## src/rtl/if_prefetch_unit.sv

```systemverilog
// Instruction-fetch front end: Wishbone classic master feeding a first-word fall-through
// prefetch queue, with branch redirect that flushes the queue and discards in-flight data.
module if_prefetch_unit #(
  parameter int unsigned           ADDR_WIDTH = 32,
  parameter int unsigned           DATA_WIDTH = 32,
  parameter logic [ADDR_WIDTH-1:0] RESET_PC   = ADDR_WIDTH'(32'h8000_0000),
  parameter int unsigned           FIFO_DEPTH = 4,
  parameter int unsigned           PC_STEP    = 4
) (
  input  logic                          clk,
  input  logic                          reset,
  input  logic                          redirect_i,
  input  logic [ADDR_WIDTH-1:0]         redirect_pc_i,
  output logic                          instr_valid_o,
  input  logic                          instr_ready_i,
  output logic [DATA_WIDTH-1:0]         instr_o,
  output logic [ADDR_WIDTH-1:0]         pc_o,
  output logic [$clog2(FIFO_DEPTH):0]   fifo_count_o,
  output logic                          wb_cyc_o,
  output logic                          wb_stb_o,
  input  logic                          wb_ack_i,
  output logic [ADDR_WIDTH-1:0]         wb_adr_o,
  output logic [DATA_WIDTH-1:0]         wb_dat_o,
  input  logic [DATA_WIDTH-1:0]         wb_dat_i,
  output logic [DATA_WIDTH/8-1:0]       wb_sel_o,
  output logic                          wb_we_o
);

  localparam int unsigned PtrW = $clog2(FIFO_DEPTH);
  localparam int unsigned CntW = PtrW + 1;

  typedef enum logic [1:0] {StIdle, StFetch, StDrain} state_e;

  state_e                state_q;
  logic                  cyc_q;
  logic [ADDR_WIDTH-1:0] adr_q;
  logic [ADDR_WIDTH-1:0] fetch_pc_q;
  logic [PtrW-1:0]       wr_ptr_q;
  logic [PtrW-1:0]       rd_ptr_q;
  logic [CntW-1:0]       count_q;
  logic [DATA_WIDTH-1:0] instr_mem_q [FIFO_DEPTH];
  logic [ADDR_WIDTH-1:0] pc_mem_q    [FIFO_DEPTH];

  logic [ADDR_WIDTH-1:0] redir_pc;
  logic [ADDR_WIDTH-1:0] pc_next;
  logic                  push;
  logic                  pop;
  logic                  room_after;
  logic                  unused_redir_lsb;

  assign redir_pc         = {redirect_pc_i[ADDR_WIDTH-1:2], 2'b00};
  assign unused_redir_lsb = ^redirect_pc_i[1:0];
  assign pc_next          = fetch_pc_q + ADDR_WIDTH'(PC_STEP);
  assign pop              = instr_valid_o & instr_ready_i;
  assign push             = (state_q == StFetch) & cyc_q & wb_ack_i & ~redirect_i;
  // Room for another request once this cycle's push/pop settle; keeps a slot reserved.
  assign room_after       = (count_q + CntW'(1) - CntW'(pop)) < CntW'(FIFO_DEPTH);

  assign instr_valid_o = (count_q != '0);
  assign instr_o       = instr_mem_q[rd_ptr_q];
  assign pc_o          = pc_mem_q[rd_ptr_q];
  assign fifo_count_o  = count_q;
  assign wb_cyc_o      = cyc_q;
  assign wb_stb_o      = cyc_q;
  assign wb_adr_o      = adr_q;
  assign wb_dat_o      = '0;
  assign wb_sel_o      = '1;
  assign wb_we_o       = 1'b0;

  always_ff @(posedge clk) begin
    if (reset) begin
      state_q    <= StIdle;
      cyc_q      <= 1'b0;
      adr_q      <= '0;
      fetch_pc_q <= RESET_PC;
    end else begin
      unique case (state_q)
        StIdle: begin
          if (redirect_i) begin
            fetch_pc_q <= redir_pc;
          end else if (count_q < CntW'(FIFO_DEPTH)) begin
            cyc_q   <= 1'b1;
            adr_q   <= fetch_pc_q;
            state_q <= StFetch;
          end
        end
        StFetch: begin
          if (redirect_i) begin
            fetch_pc_q <= redir_pc;
            // Acked word is dropped; reissue straight to the target, else wait out the ack.
            if (wb_ack_i) adr_q <= redir_pc;
            else          state_q <= StDrain;
          end else if (wb_ack_i) begin
            fetch_pc_q <= pc_next;
            if (room_after) begin
              adr_q <= pc_next;
            end else begin
              cyc_q   <= 1'b0;
              state_q <= StIdle;
            end
          end
        end
        StDrain: begin
          if (redirect_i) fetch_pc_q <= redir_pc;
          if (wb_ack_i) begin
            cyc_q   <= 1'b0;
            state_q <= StIdle;
          end
        end
        default: begin
          cyc_q   <= 1'b0;
          state_q <= StIdle;
        end
      endcase
    end
  end

  always_ff @(posedge clk) begin
    if (reset || redirect_i) begin
      wr_ptr_q <= '0;
      rd_ptr_q <= '0;
      count_q  <= '0;
    end else begin
      if (push) wr_ptr_q <= wr_ptr_q + PtrW'(1);
      if (pop)  rd_ptr_q <= rd_ptr_q + PtrW'(1);
      count_q <= count_q + CntW'(push) - CntW'(pop);
    end
  end

  always_ff @(posedge clk) begin
    if (push) begin
      instr_mem_q[wr_ptr_q] <= wb_dat_i;
      pc_mem_q[wr_ptr_q]    <= fetch_pc_q;
    end
  end

endmodule

```

## config.mk

```make
export PLATFORM = sky130hd
export DESIGN_NAME = if_prefetch_unit
export DESIGN_NICKNAME = d
export VERILOG_FILES = /design/src/rtl/if_prefetch_unit.sv
export SDC_FILE = /design/constraint.sdc
export NUM_CORES = 1
export LEC_CHECK = 0
export CELL_PAD_IN_SITES_DETAIL_PLACEMENT = 0
export CELL_PAD_IN_SITES_GLOBAL_PLACEMENT = 1
export CORE_UTILIZATION = 48
export CTS_CLUSTER_SIZE = 30
export DETAILED_ROUTE_END_ITERATION = 7
export PLACE_DENSITY_LB_ADDON = 0.1
export SYNTH_ARGS = -nofsm -noshare
export SYNTH_HDL_FRONTEND = slang
export SYNTH_SLANG_ARGS = --single-unit
```

## constraint.sdc

```tcl
create_clock -name clk -period 7.1 [get_ports clk]
set_input_delay 0.71 -clock clk [delete_from_list [all_inputs] [get_ports clk]]
set_output_delay 0.71 -clock clk [all_outputs]
set_load 0.01 [all_outputs]
```

* After elaboration in Yosys (flattened, before gate mapping)
Memory sizes are Yosys's and may differ from the RTL's. A register that Yosys moved wholly into a read port is not among the register bits. Index checks and enable logic that the tools add are counted.
Operators by class: reductions and logical operators 10, bitwise logic cells 5, multiplexer cells 32, $lt $le $gt $ge 2, divide/modulo/power cells 0, shifts and indexed selects 0, eq/ne operators 13, $mul 0, $add $sub $neg 7
Operators with widths (number):
- two-way mux 32 bit | 9
- case mux 32 bit (2 select lines) | 2
- adder 32 x 3 -> 32 bit (second input constant) | 1
- two-way mux 2 bit | 11
- inequality test 2 bit (second input constant) | 6
- inequality test 3 bit (second input constant) | 4
- AND reduction 6 bit | 2
- two-way mux 1 bit | 8
- < comparator 3 bit (second input constant) | 2
- case mux 2 bit (3 select lines) | 1
- subtractor 3 x 1 -> 3 bit | 2
- AND reduction 5 bit | 1
- adder 2 x 1 -> 2 bit (second input constant) | 2
- AND 1 bit | 4
- nonzero test 2 bit | 2
- adder 3 x 1 -> 3 bit | 1
- adder 3 x 1 -> 3 bit (second input constant) | 1
- case mux 1 bit (3 select lines) | 1
- AND reduction 3 bit | 1
- nonzero test 3 bit | 1
- == test 2 x 1 -> 1 bit (second input constant) | 1
- == test 2 bit (second input constant) | 1
- zero test 2 bit | 1
- inequality test 2 x 1 -> 1 bit (second input constant) | 1
- other kinds (3) | 3
Storage, ports and cells: word-level logic and storage cells 78, bits in read-only memories 0, bits in registers 74, memories kept 2, output and inout bits 139, bits in latches 0, memory bits (writable) 256, bits of input ports 69
Memories:
- instr_mem_q | depth 4, bits a word 32, read ports 1, clocked after memory_dff 1, write ports 1, RTL line 41 | logic [DATA_WIDTH-1:0] instr_mem_q [FIFO_DEPTH];
- pc_mem_q | depth 4, bits a word 32, read ports 1, clocked after memory_dff 1, write ports 1, RTL line 42 | logic [ADDR_WIDTH-1:0] pc_mem_q [FIFO_DEPTH];

* Longest topological paths before layout
Gate-level depths: netlist (run 1).
depth after elaboration 8, mapped depth 13, gate-level depth less buffers 10

* Least setup slack after synthesis (run 1)
No wires, ideal clock.
path type in2reg, from input redirect_i, to memory instr_mem_q[0][0] (enable), path buffers 2, arrival time 3.149 ns, stages 5, setup time 0.429 ns, data required time 6.671 ns, path slack 3.522 ns, path through nor3b_1 and2_1 buf_2 clkbuf_1 and3_1
On the way: longest elaborated chain between the ends 4
Ends and longest elaborated chain:
- from (decl) | RTL line 12 | input logic redirect_i,
- NOT 1 bit | RTL line 55 | assign push = (state_q == StFetch) & cyc_q & wb_ack_i & ~redirect_i;
- AND 1 bit | RTL line 55
- two-way mux 1 bit | RTL line 131 | if (push) begin
- two-way mux 1 bit (not written as such) | RTL line 132 | instr_mem_q[wr_ptr_q] <= wb_dat_i;
- to (decl) | RTL line 41
No other way between the ends.

==> results.rst, run 1 <==
.. list-table::
   :header-rows: 1

   * - Metric
     - Value
   * - Number of rows in the core area
     - 62
   * - Clk sink count
     - around 330
   * - Share of flip-flops with an asynchronous set or reset
     - 0%
   * - Critical path class
     - flip-flop to output pin
   * - Worst setup timing slack at the placement stage
     - 3.164 ns
   * - Largest net degree at the start of global routing
     - 65
   * - Effective utilization at floorplan
     - about half
   * - Leakage dissipation
     - roughly 5.5 nW
   * - Worst hold endpoint
     - wb_adr_o[14]
   * - Setup repair after global routing missed its margin
     - no
   * - Minimum period implied by the final worst setup slack
     - between 3 and 4 ns
   * - Setup crit start kind
     - flip-flop
   * - Via count of the first global-routing pass
     - 8,767
   * - Layout net count
     - 1,201
   * - Number of violations reported at the end of detailed-routing iteration 0
     - between 700 and 800
   * - Fraction of final layout cells sized beyond drive strength 1
     - 13.11%
   * - Total of warnings raised by yosys
     - 0
   * - Data arrival time of the critical path
     - roughly 3.2 ns
   * - Cell type with the highest aggregate area in the netlist
     - edfxtp_1
   * - Run status
     - completed
   * - Number of unique standard cell types used by synthesis
     - 65
   * - Leading register cell type out of synthesis
     - edfxtp_1
   * - Chip Width
     - roughly 170 um
   * - IO Count
     - between 200 and 250
   * - Most common cell after layout, fill and taps aside
     - edfxtp_1
   * - Total congestion overflow
     - 0
   * - Clock Skews
     - between 0.01 and 0.015 ns
   * - Worst reg2reg path startpoint
     - state_q[0]
   * - GR Util All Layers
     - between 20 and 25%
   * - Post-synth top area share
     - between 50% and 60%
   * - Reg clk slew, reported paths
     - 0.06 ns
   * - Post-CTS repair timing setup buffer count
     - 0
   * - Wire length of the first global-routing pass
     - roughly 52 mm
   * - Cell breakdown of the critical path
     - buf_4 > mux4_2 > clkdlybuf4s50_1
   * - Worst R2R End
     - instr_mem_q[3][27]
   * - Area Growth Syn to Fin
     - 21.47%
   * - Number of buffers inserted by port buffering
     - 168
   * - Largest stage delay on the critical path
     - 0.88 ns
   * - Via count
     - 8,875
   * - Standard cell area after detailed placement
     - about 16,000 sq um
   * - Data required, critical path
     - 6.39 ns
   * - Area enclosed by the die boundary
     - between 20,000 and 30,000 sq um
   * - Endpoints failing hold
     - 0
   * - Area of the core
     - 28,780 sq um
   * - Final setup violation count
     - 0
   * - Commonest non-fill, non-tap cells in the layout
     - 256 x edfxtp_1, 167 x clkdlybuf4s50_1, 74 x dfxtp_1, 70 x nor2_1, 64 x mux4_2
   * - Worst Path Buf+Inv
     - 2
   * - Gate count of the mapped netlist
     - roughly 1,000
   * - Most area-consuming cells after synthesis
     - edfxtp_1 55%, dfxtp_1 11%, mux4_2 10%, buf_4 2.2%, a21oi_1 2.0%
   * - Worst reg-to-reg setup slack
     - roughly 4.1 ns
   * - Routed wire length per instance
     - ~22 um
   * - Launch point of the worst hold path
     - wb_adr_o[14]
   * - ANT cells
     - 0
   * - Cell area after layout
     - approximately 17,000 sq um
   * - Seq cells post-synth
     - 332
   * - Largest delay contributor family on the critical path
     - buffers and inverters
   * - Actual transition at the worst max-transition pin
     - between 1 and 1.5 ns
   * - Clock root buffer master
     - clkbuf_16
   * - Worst hold path depth
     - 2
   * - Number of levels in the clock H-tree
     - 2
   * - Detailed-placement wirelength estimate
     - 19.45 mm
   * - Max FO, Critical Path
     - 37
   * - Total power per unit cell area
     - about 260 nW/um^2
   * - CTS Hold Buffers Added
     - 0
   * - Detailed Routing Iterations Pass 1
     - 5
   * - Kind of end point of the critical path
     - output pin
   * - Hold Path Class
     - flip-flop to flip-flop
   * - CTS buffer count
     - 36
   * - Per-instance average area after synthesis
     - ~14 sq um
   * - Final weighted congestion in routability-driven placement
     - just under 0.8
   * - Number of violations of the max-capacitance limit
     - 0
   * - Clock latency on the worst-skew pair
     - 0.52 ns
   * - Die span in y
     - roughly 170 um
   * - Initial antenna violation count
     - 0
   * - EDFF count, synth
     - 256
   * - Hold Worst Slack
     - 0.4532 ns
   * - Pins over their slew limit
     - 0
   * - Post-CTS resize count
     - 0
   * - Fin worst setup slack
     - ~3.2 ns
   * - Total wire length
     - about 33 mm
   * - Post-detailed-route DRC marker count
     - 0
   * - Setup TNS after final layout
     - 0 ns
   * - Sequential-to-total area share from yosys stat
     - 65.47%
   * - Cell Count, Final, Fillers Out
     - 1,536
   * - Final Cycle Share
     - a little over half
   * - Highest ir drop seen on vdd
     - approximately 0.00016 V
   * - Worst relative slew slack
     - between 30% and 40%
   * - Cell total after placement
     - between 1k and 1.5k
   * - Summed instance area of the synthesized netlist
     - roughly 14,000 sq um
   * - TritonCTS clock tree
     - done
   * - Maximum clock path buffer count
     - 3
   * - Per-cell via count in the routed design
     - 5.778
   * - Fmax
     - between 200 and 300 MHz
   * - R2R depth
     - 4
   * - Post-DRT Antenna Nets
     - 0
   * - Crit path max-delay cell type
     - dfxtp_4
## where the power goes
part,total (mW),switching [mW],internal (mW)
Combinational,0.290,0.158,0.132
Sequential,2.20,0.0615,2.13
Clock,1.87,0.735,1.14
## cells by family (layout without fill, tap and decap cells)
group                    Yosys count  in the layout  share of synthesized area (%)
multiplexers                      75             75                          11.07
AO/OA/AOI/OAI                    186            186                          8.914
other                              2             37                        0.05340
XOR/XNOR                           7              7                         0.4359
buffers and inverters            130            260                          4.626
AND/OR/NAND/NOR                  247            247                          8.665
adder cells (fa/ha/maj)            8              8                         0.7650
flip-flops                       332            332                          65.47
## cell type report
type                            instances  area, sq um
Fill cell                            2295        11700
Timing Repair Buffer                  181         1774
Inverter                               13        48.80
Clock inverter                         16        187.7
Tap cell                              384        480.5
Multi-Input combinational cell        560         4370
Sequential cell                       332         9216
Clock buffer                           50         1006
## per-stage QoR
stage | power, mW | utilization [%]
global route | 4.504 | 59.36
floorplan | 2.388 | -
CTS | 4.394 | 59.36
detailed placement | 2.526 | 55.21
global placement | 2.521 | 55.21
finish | 4.360 | 59.36
## metal layers
layer  global-route usage (%)  share of wire (%)  routed length, um  vias up
li1                         -                  -                  -     4068
met1                    31.55                 44              14830     4466
met2                    36.26                 48              16050      303
met3                    3.958                5.7               1900       38
met4                    6.084                1.7                571        0
met5                        0                  0                  0        -
## state kept, by name (all words and copies together) (netlist names), named ones only
name          flops
fetch_pc_q       32
fifo_count_o      3
instr_mem_q     128
pc_mem_q        128
rd_ptr_q          2
state_q           2
wb_adr_o         32
wb_cyc_o          1
wr_ptr_q          2
## cells in the mapped netlist (all sizes together) (15+ instances only)
master  number
edfxtp     256
dfxtp       76
nor2        71
mux4        64
clkbuf      59
buf         58
a21oi       55
nand2       54
o21ai       32
nand3       23
nor3        23
nor4        18
and3        15
## worst max path at each step
| stage | start | to | cells after the start |
|---|---|---|---|
| 3_5_place_dp | redirect_i | instr_mem_q[3][28] | 5 |
| 3_3_place_gp | redirect_i | instr_mem_q[3][28] | 5 |
| 5_1_grt | flip-flop | pc_o[20] | 3 |
| 4_1_cts | flip-flop | pc_o[23] | 3 |
| 2_1_floorplan | redirect_i | instr_mem_q[0][0] | 5 |
| 6_report | flip-flop | pc_o[20] | 3 |
## worst reg2reg max path, delay by kind of cell (launching register included)
family,cells,cell delay [ns]
buffers and inverters,1,0.61
and+or+nand+nor,3,1.31
DFF,1,0.64
Note: power is estimated with default switching activity, not from simulation.
==> run 2: changes to the inputs <==
--- a/config.mk
+++ b/config.mk
@@ -7,7 +7,7 @@
 export LEC_CHECK = 0
 export CELL_PAD_IN_SITES_DETAIL_PLACEMENT = 0
 export CELL_PAD_IN_SITES_GLOBAL_PLACEMENT = 1
-export CORE_UTILIZATION = 48
+export CORE_UTILIZATION = 45
 export CTS_CLUSTER_SIZE = 30
 export DETAILED_ROUTE_END_ITERATION = 7
 export PLACE_DENSITY_LB_ADDON = 0.1
==> constraint.sdc (replaced) <==
create_clock -name clk -period 3.9 [get_ports clk]
set_input_delay 0.39 -clock clk [delete_from_list [all_inputs] [get_ports clk]]
set_output_delay 0.39 -clock clk [all_outputs]
set_load 0.01 [all_outputs]
==> run 2 against run 1 <==
  * Highest routed layer unchanged
  * Routed wire length rose by 2.1%
  * Sequential share of layout area down 0.47 points
  * Cell count grew 1.4%
==> results.rst, run 2 (synthesis gave the netlist of run 1 again) <==
.. list-table::
   :header-rows: 1

   * - Metric
     - Value
   * - Worst reg2reg path startpoint
     - state_q[0]
   * - Area Growth Syn to Fin
     - 22.54%
   * - Worst reg-to-reg setup slack
     - slightly above 1 ns
   * - Leakage dissipation
     - ~5.5 nW
   * - Detailed Routing Iterations Pass 1
     - 5
   * - Setup crit start kind
     - flip-flop
   * - Clock root buffer master
     - clkbuf_16
   * - Number of violations of the max-capacitance limit
     - 0
   * - Worst hold endpoint
     - fetch_pc_q[9]
   * - Area enclosed by the die boundary
     - ~32,000 sq um
   * - Total wire length
     - between 30 and 40 mm
   * - DR top layer
     - met4
   * - Cell Count, Final, Fillers Out
     - 1,558
   * - Wire length of the first global-routing pass
     - between 50 and 60 mm
   * - Hold Path Class
     - input pin to flip-flop
   * - Area of the core
     - between 30,000 and 40,000 sq um
   * - Detailed-placement wirelength estimate
     - 21.55 mm
   * - Highest ir drop seen on vdd
     - between 0.0002 and 0.00025 V
   * - Met3 WL post-DR
     - around 2.2 mm
   * - IO Count
     - around 210
   * - Actual transition at the worst max-transition pin
     - between 0.9 and 1 ns
   * - Worst R2R End
     - fifo_count_o[2]
   * - Largest net degree at the start of global routing
     - between 50 and 60
   * - Clock Skews
     - approximately 0.026 ns
   * - Max FO, Critical Path
     - 24
   * - Hold Worst Slack
     - between 0.4 and 0.5 ns
   * - Maximum clock path buffer count
     - 3
   * - Met1 wire length
     - about 15 mm
   * - Die span in y
     - roughly 180 um
   * - Number of violations reported at the end of detailed-routing iteration 0
     - a little under 700
   * - Area of all sequential standard cells
     - a little over 9000 sq um
   * - Via count of the first global-routing pass
     - between 8k and 9k
   * - Largest regs
     - instr_mem_q x128, pc_mem_q x128
   * - Filler Cell Count
     - about 2.5k
   * - Worst hold path depth
     - 4
   * - Commonest non-fill, non-tap cells in the layout
     - 256 x edfxtp_1, 167 x clkdlybuf4s50_1, 74 x dfxtp_1, 70 x nor2_1, 64 x mux4_2
   * - Endpoints failing hold
     - 0
   * - Total power per unit cell area
     - approximately 460 nW/um^2
   * - Fraction of final layout cells sized beyond drive strength 1
     - approximately 14%
   * - Worst relative slew slack
     - just under 40%
   * - GR Util All Layers
     - between 20% and 30%
   * - Post-CTS resize count
     - 0
   * - Final Cycle Share
     - about three quarters
   * - Final weighted congestion in routability-driven placement
     - approximately 0.80
   * - CTS buffer count
     - 36
   * - Per-cell via count in the routed design
     - ~5.7
   * - Pins over their slew limit
     - 0
   * - Multi-input logic area
     - between 4000 and 5000 sq um
   * - Post-CTS repair timing setup buffer count
     - 0
   * - Run status
     - completed
   * - Chip Width
     - roughly 180 um
   * - Layout net count
     - roughly 1.2k
   * - Data required, critical path
     - between 3 and 4 ns
   * - Clock latency on the worst-skew pair
     - about 0.52 ns
   * - TritonCTS clock tree
     - done
   * - CTS Hold Buffers Added
     - 0
   * - Effective utilization at floorplan
     - 45.86%
   * - Launch point of the worst hold path
     - reset
   * - Kind of end point of the critical path
     - output pin
   * - Fmax
     - 336.9 MHz
   * - Minimum period implied by the final worst setup slack
     - slightly below 3 ns
   * - Critical path class
     - flip-flop to output pin
   * - Most common cell after layout, fill and taps aside
     - edfxtp_1
   * - Post-detailed-route DRC marker count
     - 0
   * - Final setup violation count
     - 0
   * - Via count
     - slightly below 9k
   * - Number of rows in the core area
     - 64
   * - Initial antenna violation count
     - 0
   * - Total congestion overflow
     - 0
   * - Number of buffers inserted by port buffering
     - roughly 170
   * - Cell total after placement
     - 1,493
   * - Data arrival time of the critical path
     - about 2.6 ns
   * - Setup TNS after final layout
     - 0 ns
   * - Post-DRT Antenna Nets
     - 0
   * - Worst setup timing slack at the placement stage
     - between 0.8 and 0.9 ns
   * - ANT cells
     - 0
   * - Clk sink count
     - between 300 and 400
   * - Setup repair after global routing missed its margin
     - no
   * - Final Total Pwr
     - 7.885 mW
   * - Routed wire length per instance
     - ~22 um
   * - Number of levels in the clock H-tree
     - 2
   * - Met2 wire len
     - 16.25 mm
   * - Fin worst setup slack
     - 0.9317 ns
   * - Reg clk slew, reported paths
     - approximately 0.060 ns
   * - R2R depth
     - 10
-- run 2: changes by cell type in the layout (fill, tap and decap cells not counted), sizes merged --
cell	delta
clkinvlp	+1
inv	+2
bufinv	-1
clkbuf	-3
buf	+11
-- run 2: cell type report --
| class | count | area share (%) |
|---|---|---|
| sequential | 332 | 53.47 |
| clock inverter | 18 | 1.082 |
| multi-input combinational | 560 | 25.31 |
| tap | 396 | 2.875 |
| inverter | 13 | 0.2831 |
| timing repair buffer | 192 | 11.28 |
| clock buffer | 47 | 5.699 |
-- run 2: critical path, stage by stage, from the launching register on --
cell             delay (ns)
dfxtp_4                0.71
buf_12                 0.30
mux4_2                 0.54
clkdlybuf4s50_1        0.50
-- run 2: power breakdown --
part	internal (mW)	leakage, nW	total [mW]	switching [mW]
combinational	0.246	2.01	0.534	0.288
clock	1.99	0.574	3.35	1.36
sequential	3.88	2.95	4.00	0.116
total	6.12	5.53	7.88	1.77
-- run 2: per-layer routing --
layer  vias up  global-route usage (%)
li1       4102                       -
met1      4396                   30.24
met2       312                   34.99
met3        44                   3.456
met4         0                   6.532
met5         -                       0
-- run 2: worst max-delay path by stage --
| stage | start | endpoint | slack, ns |
|---|---|---|---|
| floorplan | state_q[0] | instr_mem_q[0][0] | 0.44 |
| finish | flip-flop | instr_o[13] | 0.93 |
| detailed placement | redirect_i | fifo_count_o[2] | 0.82 |
| CTS | flip-flop | pc_o[23] | 0.83 |
| global route | state_q[0] | fifo_count_o[2] | 0.67 |
| global placement | redirect_i | fifo_count_o[2] | 0.76 |
-- run 2: stage by stage --
step / util, % / cell area [sq um]
final: 56.20 / 17240
after detailed placement: 52.39 / 16070
after global placement: 52.39 / 16070
after global routing: 56.20 / 17240
after floorplan: - / 14200
after CTS: 56.20 / 17240
==> run 3: changes to the inputs <==
--- a/config.mk
+++ b/config.mk
@@ -7,7 +7,7 @@
 export LEC_CHECK = 0
 export CELL_PAD_IN_SITES_DETAIL_PLACEMENT = 0
 export CELL_PAD_IN_SITES_GLOBAL_PLACEMENT = 1
-export CORE_UTILIZATION = 45
+export CORE_UTILIZATION = 40
 export CTS_CLUSTER_SIZE = 30
 export DETAILED_ROUTE_END_ITERATION = 7
 export PLACE_DENSITY_LB_ADDON = 0.1
==> constraint.sdc (replaced) <==
create_clock -name clk -period 2.41 [get_ports clk]
set_input_delay 0.241 -clock clk [delete_from_list [all_inputs] [get_ports clk]]
set_output_delay 0.241 -clock clk [all_outputs]
set_load 0.01 [all_outputs]
==> run 3 against run 2 <==
  * Sequential cell count unchanged
  * Clock skew decreased by 0.013 ns
  * Routed wire length up 7.6%
  * Utilization decreased by 3.4 points
  * Register-to-register slack lost 0.86 ns
  * Clock power up 79%
  * Clock-buffer cell count decreased by 8
  * Largest cell class unchanged
  * Highest routed layer unchanged
==> results.rst, run 3 (synthesis gave the netlist of run 1 again) <==
.. list-table::
   :header-rows: 1

   * - Metric
     - Value
   * - Switching share of power
     - 22.18%
   * - GR Util All Layers
     - roughly a fifth
   * - Cell total after placement
     - ~1.6k
   * - Internal power contribution
     - approximately 10 mW
   * - Data required, critical path
     - between 2 and 2.5 ns
   * - Endpoints failing hold
     - 0
   * - Routed wire length per instance
     - about 22 um
   * - Total wire length
     - roughly 37 mm
   * - Number of buffers inserted by port buffering
     - approximately 170
   * - Most common cell after layout, fill and taps aside
     - edfxtp_1
   * - IO Count
     - approximately 210
   * - Cell Count, Final, Fillers Out
     - ~1.7k
   * - Reg clk slew, reported paths
     - 0.06 ns
   * - Data arrival time of the critical path
     - 2.10 ns
   * - Pins over their slew limit
     - 0
   * - Via count
     - between 9k and 10k
   * - Clk sink count
     - between 300 and 400
   * - Crit path max-delay cell type
     - mux4_2
   * - Clock root buffer master
     - clkbuf_16
   * - Maximum clock path buffer count
     - 3
   * - Largest stage delay on the critical path
     - about 0.57 ns
   * - Register share of total power
     - a little under half
   * - Clock Skews
     - 0.01226 ns
   * - Final setup violation count
     - 0
   * - Final Cycle Share
     - 96.98%
   * - Wire length of the first global-routing pass
     - roughly 56 mm
   * - Clock latency on the worst-skew pair
     - 0.53 ns
   * - Critical path class
     - flip-flop to output pin
   * - Largest regs
     - instr_mem_q x128, pc_mem_q x128
   * - Area Growth Syn to Fin
     - 29.67%
   * - Initial antenna violation count
     - 0
   * - Area of the core
     - ~35,000 sq um
   * - Hold Path Class
     - input pin to flip-flop
   * - Area enclosed by the die boundary
     - 35,920 sq um
   * - Detailed-placement wirelength estimate
     - roughly 24 mm
   * - Chip Width
     - ~190 um
   * - Part of the power in combinational logic
     - 8.0%
   * - Per-cell via count in the routed design
     - between 5 and 6
   * - Cell breakdown of the critical path
     - buf_4 > buf_16 > mux4_2 > dlygate4sd2_1
   * - Number of rows in the core area
     - between 60 and 70
   * - Highest ir drop seen on vdd
     - ~0.00048 V
   * - Fraction of final layout cells sized beyond drive strength 1
     - roughly 21%
   * - Total congestion overflow
     - 0
   * - TritonCTS clock tree
     - done
   * - Effective utilization at floorplan
     - about two fifths
   * - Post-detailed-route DRC marker count
     - 0
   * - CTS buffer count
     - 37
   * - Layout net count
     - 1,294
   * - Largest net degree at the start of global routing
     - between 60 and 70
   * - ANT cells
     - 0
   * - Total power per unit cell area
     - 737.9 nW/um^2
   * - Post-DRT Antenna Nets
     - 0
   * - Minimum period implied by the final worst setup slack
     - between 2 and 2.5 ns
   * - Number of violations of the max-capacitance limit
     - 0
   * - Fmax
     - between 400 and 500 MHz
   * - Number of levels in the clock H-tree
     - 2
   * - Commonest non-fill, non-tap cells in the layout
     - 256 x edfxtp_1, 103 x clkdlybuf4s50_1, 82 x buf_4, 71 x dfxtp_1, 70 x nor2_1
   * - Max FO, Critical Path
     - 10
   * - Final weighted congestion in routability-driven placement
     - about 0.8
   * - Via count of the first global-routing pass
     - roughly 9.1k
   * - Leakage dissipation
     - approximately 6.2 nW
   * - Number of violations reported at the end of detailed-routing iteration 0
     - roughly 550
   * - Kind of end point of the critical path
     - output pin
   * - Die span in y
     - between 150 and 200 um
   * - Switching power
     - approximately 3 mW
   * - Setup crit start kind
     - flip-flop
   * - Detailed Routing Iterations Pass 1
     - 5
   * - Setup repair after global routing missed its margin
     - no
   * - CTS Hold Buffers Added
     - 0
   * - Hold Worst Slack
     - 0.1866 ns
   * - Proportion of power drawn by the clock network
     - approximately 45%
   * - Run status
     - completed
run 3: worst paths after layout:
path | slack [ns] | end | cells after the start | start
max | 0.07 | pc_o[17] | 4 | flip-flop
min reg2reg | 0.45 | wb_adr_o[0] | 2 | wb_adr_o[0]
max reg2reg | 0.16 | wb_adr_o[31] | 5 | fetch_pc_q[17]
min | 0.19 | wb_adr_o[0] | 2 | reset
run 3: timing repair:
action                     4_1_cts  5_1_grt
hold endpoints to repair         0        0
resized for setup               69        5
setup endpoints to repair       64        7
buffers inserted                 2        0
gates cloned                     3        0
run 3: cell type report:
class | count | area, sq um
Clock buffer | 39 | 933.4
Clock inverter | 29 | 375.4
Multi-Input combinational cell | 560 | 4380
Tap cell | 455 | 569.3
Fill cell | 3012 | 16310
Timing Repair Buffer | 273 | 2710
Inverter | 13 | 48.80
Sequential cell | 332 | 9220
run 3: critical path, delay by kind of cell, from the launching register on:
family                 cells  cell delay, ns
DFF                        1            0.39
muxes                      1            0.57
buffers and inverters      3            0.61
run 3: power by group through the flow:
| stage | registers (mW) | logic, mW | clock network, mW |
|---|---|---|---|
| final | 6.39 | 1.08 | 5.99 |
| after CTS | 6.39 | 1.08 | 6.13 |
| after detailed placement | 6.51 | 1.08 | 0 |
| after global routing | 6.40 | 1.17 | 6.32 |
| after floorplan | 6.52 | 0.515 | 0 |
| after global placement | 6.51 | 1.08 | 0 |
run 3: per-stage QoR:
step | util (%) | power, mW | setup TNS [ns] | setup slack [ns] | cell area, sq um
after floorplan | - | 7.038 | -36.21 | -0.1414 | 14230
after global placement | 48.85 | 7.588 | -0.002441 | -0.002441 | 16870
after detailed placement | 48.85 | 7.595 | -0.03521 | -0.03521 | 16870
after CTS | 52.77 | 13.60 | 0 | 0.04482 | 18230
after global routing | 52.80 | 13.90 | 0 | 0.01326 | 18240
final | 52.80 | 13.46 | 0 | 0.07288 | 18240
run 3: per-layer routing:
metal  vias to the layer above  GRT usage, %  share of wire (%)
met5                         -             0                  0
met4                         0         4.622                1.4
met3                        42         3.040                5.3
met2                       281         32.77                 47
met1                      4653         29.94                 46
li1                       4277             -                  -
